[src/rtl/cn_bank_ctrl.sv]
// Round-robin controller for a bank of change/no-change flip-flops: grants one
// command per IDLE, drives per-bit C/N from the bank's Q, then checks the result.

module cn_bank_lane (
    input  logic [1:0] op,
    input  logic       mask,
    input  logic       q,
    output logic       c,
    output logic       n,
    output logic       exp_v
);
    always_comb begin
        c     = 1'b0;
        n     = 1'b0;
        exp_v = q;
        if (mask) begin
            case (op)
                2'b01: begin c = 1'b1; n = ~q;  exp_v = 1'b1; end // toggle only bits still at 0
                2'b10: begin c = 1'b0; n = 1'b1; exp_v = 1'b0; end
                2'b11: begin c = 1'b1; n = 1'b1; exp_v = ~q;   end
                default: ;
            endcase
        end
    end
endmodule

module cn_bank_ctrl #(
    parameter int WIDTH = 8
) (
    input  logic             clk,
    input  logic             reset,
    input  logic             req_a,
    input  logic [1:0]       op_a,
    input  logic [WIDTH-1:0] mask_a,
    input  logic             req_b,
    input  logic [1:0]       op_b,
    input  logic [WIDTH-1:0] mask_b,
    output logic             gnt_a,
    output logic             gnt_b,
    input  logic [WIDTH-1:0] bank_q,
    output logic [WIDTH-1:0] cn_c,
    output logic [WIDTH-1:0] cn_n,
    output logic             busy,
    output logic             done,
    output logic             done_id,
    output logic             err,
    output logic [7:0]       err_cnt
);
    typedef enum logic [1:0] {S_INIT, S_IDLE, S_APPLY, S_VERIFY} state_t;

    state_t           state, state_nxt;
    logic             armed;
    logic             prio_b;
    logic             grant_a, grant_b;
    logic [1:0]       op_q;
    logic [WIDTH-1:0] mask_q;
    logic             owner_q;
    logic [WIDTH-1:0] exp_q;
    logic [WIDTH-1:0] lane_c, lane_n, lane_exp;
    logic             mismatch;

    for (genvar i = 0; i < WIDTH; i++) begin : g_lane
        cn_bank_lane u_lane (
            .op    (op_q),
            .mask  (mask_q[i]),
            .q     (bank_q[i]),
            .c     (lane_c[i]),
            .n     (lane_n[i]),
            .exp_v (lane_exp[i])
        );
    end

    always_comb begin
        state_nxt = state;
        grant_a   = 1'b0;
        grant_b   = 1'b0;
        case (state)
            // armed delays the bank clear to the first full cycle after release
            S_INIT:   if (armed) state_nxt = S_IDLE;
            S_IDLE: begin
                if (req_a || req_b) begin
                    grant_b   = req_b && (!req_a || prio_b);
                    grant_a   = req_a && !grant_b;
                    state_nxt = S_APPLY;
                end
            end
            S_APPLY:  state_nxt = S_VERIFY;
            S_VERIFY: state_nxt = S_IDLE;
            default:  state_nxt = S_INIT;
        endcase
    end

    always_comb begin
        cn_c = '0;
        cn_n = '0;
        if (state == S_INIT && armed) begin
            cn_n = '1;
        end else if (state == S_APPLY) begin
            cn_c = lane_c;
            cn_n = lane_n;
        end
    end

    assign mismatch = (state == S_VERIFY) && (bank_q != exp_q);

    always_ff @(posedge clk or negedge reset) begin
        if (!reset) begin
            state   <= S_INIT;
            armed   <= 1'b0;
            prio_b  <= 1'b0;
            op_q    <= 2'b00;
            mask_q  <= '0;
            owner_q <= 1'b0;
            exp_q   <= '0;
            gnt_a   <= 1'b0;
            gnt_b   <= 1'b0;
            busy    <= 1'b1;
            done    <= 1'b0;
            done_id <= 1'b0;
            err     <= 1'b0;
            err_cnt <= 8'd0;
        end else begin
            state <= state_nxt;
            armed <= 1'b1;
            busy  <= (state_nxt != S_IDLE);
            gnt_a <= grant_a;
            gnt_b <= grant_b;
            if (grant_a || grant_b) begin
                op_q    <= grant_b ? op_b : op_a;
                mask_q  <= grant_b ? mask_b : mask_a;
                owner_q <= grant_b;
                prio_b  <= grant_a;
            end
            if (state == S_APPLY) exp_q <= lane_exp;
            done    <= (state == S_VERIFY);
            done_id <= (state == S_VERIFY) && owner_q;
            err     <= mismatch;
            if (mismatch && err_cnt != 8'hFF) err_cnt <= err_cnt + 8'd1;
        end
    end
endmodule
[config.mk]
export PLATFORM = sky130hd
export DESIGN_NAME = cn_bank_ctrl
export DESIGN_NICKNAME = d
export VERILOG_FILES = /design/src/rtl/cn_bank_ctrl.sv
export SDC_FILE = /design/constraint.sdc
export NUM_CORES = 1
export LEC_CHECK = 0
export BUFFER_PORTS_ARGS = -buffer_cell sky130_fd_sc_hd__buf_4
export CORE_MARGIN = 10
export CORE_UTILIZATION = 57
export CTS_BUF_LIST = sky130_fd_sc_hd__clkbuf_2 sky130_fd_sc_hd__clkbuf_4 sky130_fd_sc_hd__clkbuf_8
export DETAILED_ROUTE_END_ITERATION = 7
export GPL_ROUTABILITY_DRIVEN = 0
export HOLD_SLACK_MARGIN = 0.12
export PLACE_DENSITY = 0.95
export SETUP_SLACK_MARGIN = 0.5
export SYNTH_ARGS = -nofsm -noshare
export SYNTH_HDL_FRONTEND = slang
export SYNTH_HIERARCHICAL = 1
export SYNTH_SLANG_ARGS = --single-unit
[constraint.sdc]
create_clock -name clk -period 2.9 [get_ports clk]
set_clock_uncertainty 0.05 [all_clocks]
set_input_delay 0.435 -clock clk [delete_from_list [all_inputs] [get_ports clk]]
set_output_delay 0.435 -clock clk [all_outputs]
set_load 0.02 [all_outputs]
==> impl_metrics.yaml <==
run_status:
  status: "completed"
placed_design:
  dpl.hpwl_um: 3739
  port_buffers: 61
  dp.cells: 305
timing:
  max_slew_margin_pct: 54.33
  max_clock_freq_mhz: 449.0
  worstMarginPinSlew_ns: 0.6832
  slew_viol_final: 0
  rsz0062_at_grt: "no"
  hold_slack_ns: 0.3127
  finalHoldViolCount: 0
  finalCritPeriodShare_pct: 76.80
  setup_tns_ns: 0
  fin_crit_ns: 2.227
  finalSetupViolations: 0
synth:
  synth_warnings: 6
  synthesis.area_mm2: 0.002043
  syn_nets: 237
  netlist-cell-type-count: 38
  syn_area_per_cell_um2: 10.02
  yosysSeqAreaShare_pct: 45.38
  synth-seq-cells: 37
  synth_cells: 204
global_route:
  grt_pass1_wl_um: 8349
  grt_pass1_vias: 1828
  grt_use_total_pct: 16.14
  antenna_found_initial: 0
  grt_max_degree: 38
  grt_overflow: 0
drt:
  remaining_drc_errors: 0
  firstDrtPassIters: 4
  drt_iter0_drc: 136
  wl_per_cell_um: 15.81
  vias: 1753
  routed_wl_um: 4964
  viasPerCell: 5.583
  antenna_left: 0
cells_and_area:
  syn_to_final_growth_pct: 28.97
  nets: 300
  fin_cells: 314
  diodes: 0
  regArea_um2: 928.4
  final_util_pct: 77.74
  multi_input_area_mm2: 0.001062
  layout-drive-gt1-share_pct: 36.57
  fillers: 226
power:
  leakagePower_nw: 1.257
  vdd_drop_max_mv: 0.5992
  switchingPower_w: 0.001099
  p_int_w: 0.001589
  pwr-share-comb_pct: 45.1
  power_frac_seq_pct: 40.9
  clock_power_share_pct: 14.1
  sw_frac_of_total_pct: 40.89
  p_per_area_mw_per_mm2: 1020
floorplan:
  core_region_area_mm2: 0.003390
  die_y_um: 79.87
  die_x_um: 79.87
  initial_core_util_pct: 60.28
  dieArea_mm2: 0.006379
  num_rows: 21
  io_pins: 62
min_path:
  min_path_type: "input pin to flip-flop"
  whs_path_depth: 3
worst_setup_path:
  crit_path_end: "cn_n[6]"
  crit_fanout: 17
  r2r_slack_ns: 0.87
  r2r_end: "op_q[0]"
  r2r_cells: 4
  start_kind: "flip-flop"
  worstPathRequired_ns: 2.41
  critPathArrivalTime_ns: 1.74
  r2r-start: "state[0]"
  path_class: "flip-flop to output pin"
  worstSetupEndpointType: "output pin"
  crit_start: "op_q[1]"
job:
  drv_cap: 0
clock_tree:
  insertion_delay_ns: 0.34
  cts_root_buf: "clkbuf_4"
  cts_made_buffers: 5
  h-tree-depth: 2
  clk_path_buf_depth: 2
  cts_tree: "done"
  clkTransAtPathRegs_ns: 0.11
  cts_num_sinks: 37
-- per-layer routing --
metal	vias up	part of all wire [%]	global-route usage [%]
met1	837	39	18.34
met2	66	51	27.02
li1	839	-	-
met4	0	2.2	8.099
met5	-	0	0
met3	11	7.9	4.617
-- how the worst min path moves through the flow --
stage,startpoint,endpoint,slack (ns)
floorplan,reset,armed,0.09
global placement,reset,err_cnt[2],0.36
detailed placement,reset,err_cnt[2],0.36
CTS,mask_b[3],mask_q[3],0.31
global route,req_a,gnt_a,0.32
finish,mask_b[3],mask_q[3],0.31
-- power by group through the flow --
stage | logic, W | registers [W] | clock network [W]
floorplan | 0.000763 | 0.00109 | 0
global placement | 0.00118 | 0.00107 | 0
detailed placement | 0.00122 | 0.00110 | 0
CTS | 0.00123 | 0.00109 | 0.000383
global route | 0.00133 | 0.00114 | 0.000406
finish | 0.00121 | 0.00110 | 0.000378
-- metrics by stage --
step | total power (W) | instance area [µm²] | worst slack (ns)
after global placement | 0.002253 | 2535 | 0.9321
final | 0.002688 | 2635 | 0.6727
after detailed placement | 0.002315 | 2535 | 0.8935
after floorplan | 0.001849 | 2043 | 1.135
after global routing | 0.002877 | 2635 | 0.5546
after CTS | 0.002705 | 2634 | 0.5287
-- Yosys cell counts, drive strengths merged --
cell type / instances / area [µm²]
dfrtp: 36 / 900.9
a31oi: 8 / 50.05
conb: 1 / 3.750
o31a: 1 / 8.760
dfstp: 1 / 26.28
xnor2: 8 / 70.07
and3: 2 / 12.51
xor2: 6 / 52.55
nand4: 4 / 25.02
a21o: 1 / 7.510
clkbuf: 6 / 22.52
buf: 3 / 23.77
nand2: 23 / 86.33
o21ai: 11 / 55.05
mux2: 10 / 116.4
and4: 2 / 20.02
nor2: 2 / 15.01
inv: 2 / 7.500
nand3: 4 / 20.02
and2: 16 / 110.1
nor4: 3 / 37.54
nand2b: 5 / 31.28
o21a: 8 / 60.06
a21oi: 16 / 80.08
mux2i: 10 / 100.1
nor2b: 10 / 62.56
nor3: 4 / 25.02
ha: 1 / 12.51
-- registers in the layout (all words and copies together), names as in the netlist --
| name | count |
|---|---|
| gnt_a | 1 |
| op_q | 2 |
| gnt_b | 1 |
| owner_q | 1 |
| prio_b | 1 |
| busy | 1 |
| done_id | 1 |
| err | 1 |
| exp_q | 8 |
| state | 2 |
| done | 1 |
| err_cnt | 8 |
| mask_q | 8 |
| armed | 1 |
-- kinds of logic (layout without fill, tap and decap cells) --
group           after synthesis  after routing  synth area share [%]
simple gates                 75             75                 21.80
mux                          20             20                 10.59
buf+inv                      11             75                 2.633
flops                        37             37                 45.38
fa+ha+maj                     1              1                0.6123
xor+xnor                     14             14                 6.001
compound gates               45             45                 12.80
other cells                   1              1                0.1835
-- layout by cell type (no fill, tap or decap), drive strengths merged, types with 3 or more instances in the layout --
master,instances
a21oi,16
a31oi,8
and2,16
buf,64
clkbuf,7
dfrtp,36
mux2,10
mux2i,10
nand2,23
nand2b,5
nand3,4
nand4,4
nor2b,10
nor3,4
nor4,3
o21a,8
o21ai,11
xnor2,8
xor2,6
-- layout make-up --
| cell class | instances | share of cell area (%) |
|---|---|---|
| Multi-Input combinational cell | 156 | 40.31 |
| Sequential cell | 37 | 35.23 |
| Timing Repair Buffer | 65 | 18.61 |
| Clock buffer | 7 | 2.232 |
| Tap cell | 46 | 2.184 |
| Clock inverter | 1 | 1.140 |
| Inverter | 2 | 0.2849 |
-- critical path, stage by stage (launching register included) --
cell     delay [ns]
dfrtp_1        0.71
o21a_1         0.21
nand2_1        0.06
a21oi_1        0.23
buf_4          0.18
-- repair_timing --
item	in CTS	in global routing
hold buffers	1	0
buffers inserted	0	0
endpoints found under the hold margin	36	0
setup endpoints to repair	0	8
gates resized for setup	0	1
Note: power is estimated with default switching activity, not from simulation.
